## config.mk

```make
export PLATFORM = sky130hd
export DESIGN_NAME = fifo_read_ctrl
export DESIGN_NICKNAME = d
export VERILOG_FILES = /design/src/rtl/fifo2_pkg.sv /design/src/rtl/fifo_sel_decode.sv /design/src/rtl/fifo_read_ctrl.sv
export SDC_FILE = /design/constraint.sdc
export NUM_CORES = 1
export LEC_CHECK = 0
export ABC_AREA = 1
export CELL_PAD_IN_SITES_DETAIL_PLACEMENT = 2
export CELL_PAD_IN_SITES_GLOBAL_PLACEMENT = 2
export CORE_AREA = 2 2 74 58
export DETAILED_ROUTE_END_ITERATION = 12
export DIE_AREA = 0 0 76 60
export GPL_ROUTABILITY_DRIVEN = 1
export PLACE_DENSITY = 0.76
export SYNTH_ARGS = -nofsm -noshare
export SYNTH_HDL_FRONTEND = slang
export SYNTH_HIERARCHICAL = 1
export SYNTH_SLANG_ARGS = --single-unit
```

## constraint.sdc

```tcl
create_clock -name clk -period 5.6 [get_ports clk]
set_input_delay 1.68 -clock clk [delete_from_list [all_inputs] [get_ports clk]]
set_output_delay 1.68 -clock clk [all_outputs]
set_load 0.005 [all_outputs]
```

## src/rtl/fifo2_pkg.sv

```systemverilog
// Shared defaults and read-controller state encoding for the FIFO2 cell array.
package fifo2_pkg;

  localparam int DEF_WIDTH = 4;
  localparam int DEF_DEPTH = 8;
  localparam int DEF_PTR_W = 3;

  typedef enum logic [1:0] {
    IDLE  = 2'b00,
    FETCH = 2'b01,
    HOLD  = 2'b10
  } rd_state_t;

endpackage

```

## src/rtl/fifo_sel_decode.sv

```systemverilog
// Cell index to one-hot select decoder, shared by the read and write controllers.
module fifo_sel_decode #(
  parameter int PTR_W = 3,
  parameter int DEPTH = 8
) (
  input  logic [PTR_W-1:0] idx,
  output logic [DEPTH-1:0] onehot
);

  assign onehot = {{(DEPTH-1){1'b0}}, 1'b1} << idx;

endmodule

```

## src/rtl/fifo_read_ctrl.sv

```systemverilog
// Read-side controller for the FIFO2 cell array: selects a cell, captures its
// bus word, and holds it on a valid/ready handshake. The writer has priority.
module fifo_read_ctrl
  import fifo2_pkg::*;
#(
  parameter int WIDTH = DEF_WIDTH,
  parameter int DEPTH = DEF_DEPTH,
  parameter int PTR_W = DEF_PTR_W
) (
  input  logic               clk,
  input  logic               clear,
  input  logic [PTR_W:0]     wr_ptr,
  input  logic               wr_req,
  input  logic [WIDTH-1:0]   bus_data,
  output logic [DEPTH-1:0]   rd_sel,
  output logic [PTR_W:0]     rd_ptr,
  output logic [WIDTH-1:0]   out_data,
  output logic               out_valid,
  input  logic               out_ready,
  output logic               empty,
  output logic [PTR_W:0]     count
);

  localparam logic [PTR_W:0] PTR_ONE = {{PTR_W{1'b0}}, 1'b1};

  rd_state_t        state;
  rd_state_t        state_nxt;
  logic             can_fetch;
  logic             fetch_go;
  logic             drop_valid;
  logic [DEPTH-1:0] sel_dec;

  assign empty     = (rd_ptr == wr_ptr);
  assign count     = wr_ptr - rd_ptr;
  // A fetch decided now drives rd_sel next cycle, which is the cycle wr_req claims.
  assign can_fetch = !empty && !wr_req;

  fifo_sel_decode #(
    .PTR_W (PTR_W),
    .DEPTH (DEPTH)
  ) u_sel_decode (
    .idx    (rd_ptr[PTR_W-1:0]),
    .onehot (sel_dec)
  );

  always_comb begin
    state_nxt  = state;
    fetch_go   = 1'b0;
    drop_valid = 1'b0;
    case (state)
      IDLE: begin
        if (can_fetch) begin
          state_nxt = FETCH;
          fetch_go  = 1'b1;
        end
      end
      FETCH: begin
        state_nxt = HOLD;
      end
      HOLD: begin
        if (out_ready) begin
          if (can_fetch) begin
            state_nxt = FETCH;
            fetch_go  = 1'b1;
          end else begin
            state_nxt  = IDLE;
            drop_valid = 1'b1;
          end
        end
      end
      default: begin
        state_nxt = IDLE;
      end
    endcase
  end

  always_ff @(posedge clk) begin
    if (clear) begin
      state     <= IDLE;
      rd_ptr    <= '0;
      rd_sel    <= '0;
      out_data  <= '0;
      out_valid <= 1'b0;
    end else begin
      state  <= state_nxt;
      rd_sel <= fetch_go ? sel_dec : '0;
      // The selected cell's word is on the bus for the whole FETCH cycle.
      if (state == FETCH) begin
        out_data  <= bus_data;
        out_valid <= 1'b1;
        rd_ptr    <= rd_ptr + PTR_ONE;
      end else if (drop_valid) begin
        out_valid <= 1'b0;
      end
    end
  end

  a_sel_onehot0: assert property (@(posedge clk) disable iff (clear) $onehot0(rd_sel))
    else $error("rd_sel multi-hot: %b", rd_sel);

  a_sel_in_fetch: assert property (@(posedge clk) disable iff (clear) (rd_sel != '0) |-> (state == FETCH))
    else $error("rd_sel nonzero outside FETCH: %b", rd_sel);

endmodule

```

# Yosys cells after proc, flatten, opt, wreduce, memory -nomap -nowiden
# Cells that the tools add are included.
# word_totals
regBits	19
latchBits	0
mem_bits_rw	0
rom_bits	0
in_bits	12
out_inout_bits	22
elab_cells	33
memories	0
# op_classes
addsub	2
multipliers	0
div_mod_pow	0
order_cmp	0
eq_ne	5
n_shift	1
n_mux	12
bitwise_logic	1
n_reduce_logical	7
# ops
op	count
$mux 1	8
$shl 1x3->8 const A	1
$pmux 2 s3	1
$add 4x1->4 const B	1
$eq 4x4->1	1
$mux 2	2
$ne 2x2->1 const B	2
$sub 4x4->4	1
$eq 2x1->1 const B	1
$eq 2x2->1 const B	1
$logic_not 1->1	2
$logic_not 2->1	1
$pmux 1 s2	1
$reduce_and 2->1	1
$reduce_bool 2->1	1
$reduce_or 2->1	1
$logic_and 1x1->1	1
$not 1->1	1

# Longest topological paths before layout
# depth
depth_word	8
depth_mapped	9
ltp_nobuf	9

# By module
# The synthesis kept the hierarchy.
# by_module_without_submodules
module	instances	cells_per_inst	area_each_um2	seq_area_each_um2
fifo_read_ctrl	1	104	802.0	380.4
fifo_sel_decode	1	15	56.3	0.0

# Worst setup path after synthesis
# OpenSTA, ideal clock, no wires.
# synth_timing
path_type	input to output
from	in wr_ptr[0]
to	out count[2]
t_arrival_ns	2.463
t_required_ns	3.920
path_slack_ns	1.457
stages	4
n_path_buf	0
cell_sequence	inv_1 > ha_1 > fa_1 > xnor2_1
# synth_via
elab_chain_len	1
# synth_rtl
element	line	source
start: declaration	fifo_read_ctrl.sv:12	input logic [PTR_W:0] wr_ptr,
$sub 4x4->4	fifo_read_ctrl.sv:34	assign count = wr_ptr - rd_ptr;
end: declaration	fifo_read_ctrl.sv:21	output logic [PTR_W:0] count
# Every way passes these cells.

# Worst setup path in the final report
# Ends and elaborated chain as after synthesis.

==> results.sh <==
export IMPL_reg2reg_depth=7
export IMPL_fin_skew_ns=0.002476
export IMPL_gp_congestion=0.7373
export IMPL_holdPathEnd="state[1]"
export IMPL_synth_distinct_cells=17
export IMPL_end_kind="output port"
export IMPL_rsz0062_at_grt="false"
export IMPL_fp_dieH_um=60
export IMPL_crit_path_cell_trace="clkdlybuf4s50_1 -> inv_1 -> ha_1 -> fa_1 -> xnor2_1 -> clkdlybuf4s50_1"
export IMPL_crit_path_start_kind="input port"
export IMPL_cp_required_ns=3.92
export IMPL_io_pins=34
export IMPL_path_max_fanout=2
export IMPL_yosys_register_bits=19
export IMPL_dpl_cell_count=207
export IMPL_postCtsSetupBuffers=0
export IMPL_hold_violations=0
export IMPL_grt_overflow=0
export IMPL_finalNonFillerCells=211
export IMPL_wl_per_cell_um=11.46
export IMPL_r2r_slack_ns=3.93
export IMPL_grt_pass1_wl_um=4071
export IMPL_ys_seq_area_share_pct=44.31
export IMPL_start_util_pct=22.13
export IMPL_fp_row_count=20
export IMPL_gr_usage_all_layers_pct=11.65
export IMPL_syn_area_per_cell_um2=7.213
export IMPL_vias=847
export IMPL_syn_cell_area_um2=858.3
export IMPL_port_buffer_count=33
export IMPL_grt_max_degree=11
export IMPL_via_per_inst=4.014
export IMPL_drive_gt1_share_pct=5.769
export IMPL_min_from="state[0]"
export IMPL_clk_pin_slew_worst_paths_ns=0.07
export IMPL_cts_sinks=19
export IMPL_leakage_nw=0.5464
export IMPL_n_antenna_cell=0
export IMPL_finalCriticalPeriod_ns=5.118
export IMPL_worst_endpoint_arrival_ns=3.44
export IMPL_tritoncts="done"
export IMPL_h_tree_depth=1
export IMPL_synthesis_nets=136
export IMPL_clock_latency_ns=0.26
export IMPL_antenna_found_initial=0
export IMPL_crit_top_cell="clkdlybuf4s50_1"
export IMPL_die_w_um=76
export IMPL_run_status="finished, final reports clean"
export IMPL_cts_root_buffer_cell="clkbuf_8"
export IMPL_hold_buffers=0
export IMPL_pre_cts_slack_ns=0.4616
export IMPL_clockBufferDepth=2
export IMPL_max_stage_delay_ns=0.52
export IMPL_cp_slowest_cell="clkdlybuf4s50_1"
export IMPL_power_per_cell_area_mw_per_mm2=232.3
export IMPL_area_growth_pct=51.75
export IMPL_maxCapViolCount=0
export IMPL_drt_pass1_iter_count=4
export IMPL_slew_headroom_pct=77.61
export IMPL_setup_tns_final_ns=0
export IMPL_finalSetupViolCount=0
export IMPL_setup_slack_ns=0.4822
export IMPL_min_period_over_period_pct=91.39
export IMPL_final_cell_mix="33 x clkdlybuf4s50_1, 31 x nor2_1, 24 x inv_1"
export IMPL_drtAntennaViolNets=0
export IMPL_critPathKind="input port to output port"
export IMPL_fin_util_pct=33.58
export IMPL_maxClockFrequency_ghz=0.1954
export IMPL_peakVddDrop_mv=0.07682
export IMPL_drt_iter0_drc=7
export IMPL_core_area_mm2=0.003879
export IMPL_nets=174
export IMPL_final_common_cell="clkdlybuf4s50_1"
export IMPL_r2r_start="rd_ptr[2]"
export IMPL_hp_class="register to register"
export IMPL_synth_warnings=6
export IMPL_dpl_hpwl_um=1989
export IMPL_r2r_end="rd_sel[0]"
export IMPL_drt_total_wl_um=2418
export IMPL_cts_resized_gates=0
export IMPL_drc_errors=0
export IMPL_numCtsBuffers=3
export IMPL_grt_pass1_vias=936
export IMPL_tightest_slew_ns=0.3353
export IMPL_hold_depth=1
export IMPL_fp_dieArea_mm2=0.004560
export IMPL_slew_viol_final=0
export IMPL_synth_cells=119
==> power by group <==
group	total (W)	switching [W]	internal (W)
Combinational	0.0000574	0.0000255	0.0000319
Clock	0.0000988	0.0000480	0.0000507
Sequential	0.000146	0.00000545	0.000141
==> worst max-delay path by stage <==
stage,to,depth (start not counted),startpoint
after floorplan,count[2],4,wr_ptr[0]
after global placement,count[2],6,wr_ptr[0]
after detailed placement,count[2],6,wr_ptr[0]
after CTS,count[2],6,wr_ptr[0]
after global routing,count[2],6,wr_ptr[0]
final,count[2],6,wr_ptr[0]
==> critical path: cells and delay by family <==
kind | cells | cell delay, ns
XOR/XNOR | 1 | 0.16
adder cells (fa/ha/maj) | 2 | 0.60
buffers and inverters | 3 | 1.01
==> sequential cells by signal, indices dropped and copies added (netlist names) <==
| name | flops |
|---|---|
| rd_sel | 8 |
| out_data | 4 |
| rd_ptr | 4 |
| state | 2 |
| out_valid | 1 |
==> synth_stat cells <==
master / number / share of area (%)
nor2_1: 31 / 14
inv_1: 24 / 10
dfxtp_1: 19 / 44
nand2_1: 19 / 8.3
a21oi_1: 5 / 2.9
o21ai_0: 5 / 2.9
ha_1: 4 / 5.8
inv_2: 2 / 0.87
xnor2_1: 2 / 2.0
fa_1: 1 / 2.3
nand2_2: 1 / 0.73
nand3_1: 1 / 0.58
nand3_2: 1 / 1.2
nor2_4: 1 / 1.3
nor3_2: 1 / 1.2
o21a_1: 1 / 0.87
o21ai_1: 1 / 0.58
==> logic make-up (layout without fill, tap and decap cells) <==
family / count (synthesis) / count (layout) / share of synthesized area (%)
buffers and inverters: 26 / 63 / 11.37
flip-flops: 19 / 19 / 44.31
XOR/XNOR: 2 / 2 / 2.041
adder cells (fa/ha/maj): 5 / 5 / 8.164
AND/OR/NAND/NOR: 55 / 55 / 26.82
AO/OA/AOI/OAI: 12 / 12 / 7.287
==> routing by layer <==
layer	share of wire (%)	track usage, %	routed length, um
met4	1.4	5.455	33
met2	50	21.68	1198
met3	7.9	5.740	192
met5	0	0	0
met1	41	11.18	994
==> area by class of cell <==
| class | instances | area (um^2) |
|---|---|---|
| fillers | 461 | 2576 |
| repair buffers | 33 | 330.3 |
| inverters | 26 | 97.59 |
| multi-input cells | 74 | 380.4 |
| well taps | 55 | 68.82 |
| clock buffers | 4 | 45.04 |
| flip-flops and latches | 19 | 380.4 |
==> per-stage QoR <==
| stage | hold slack (ns) | power [W] | cell area, um^2 |
|---|---|---|---|
| finish | 0.4586 | 0.0003025 | 1303 |
| global route | 0.4693 | 0.0003197 | 1303 |
| CTS | 0.4630 | 0.0003091 | 1303 |
| detailed placement | 0.4519 | 0.0002084 | 1257 |
| global placement | 0.4392 | 0.0002055 | 1257 |
| floorplan | 0.4272 | 0.0001734 | 858.3 |
Power figures use the tool's default switching activity.
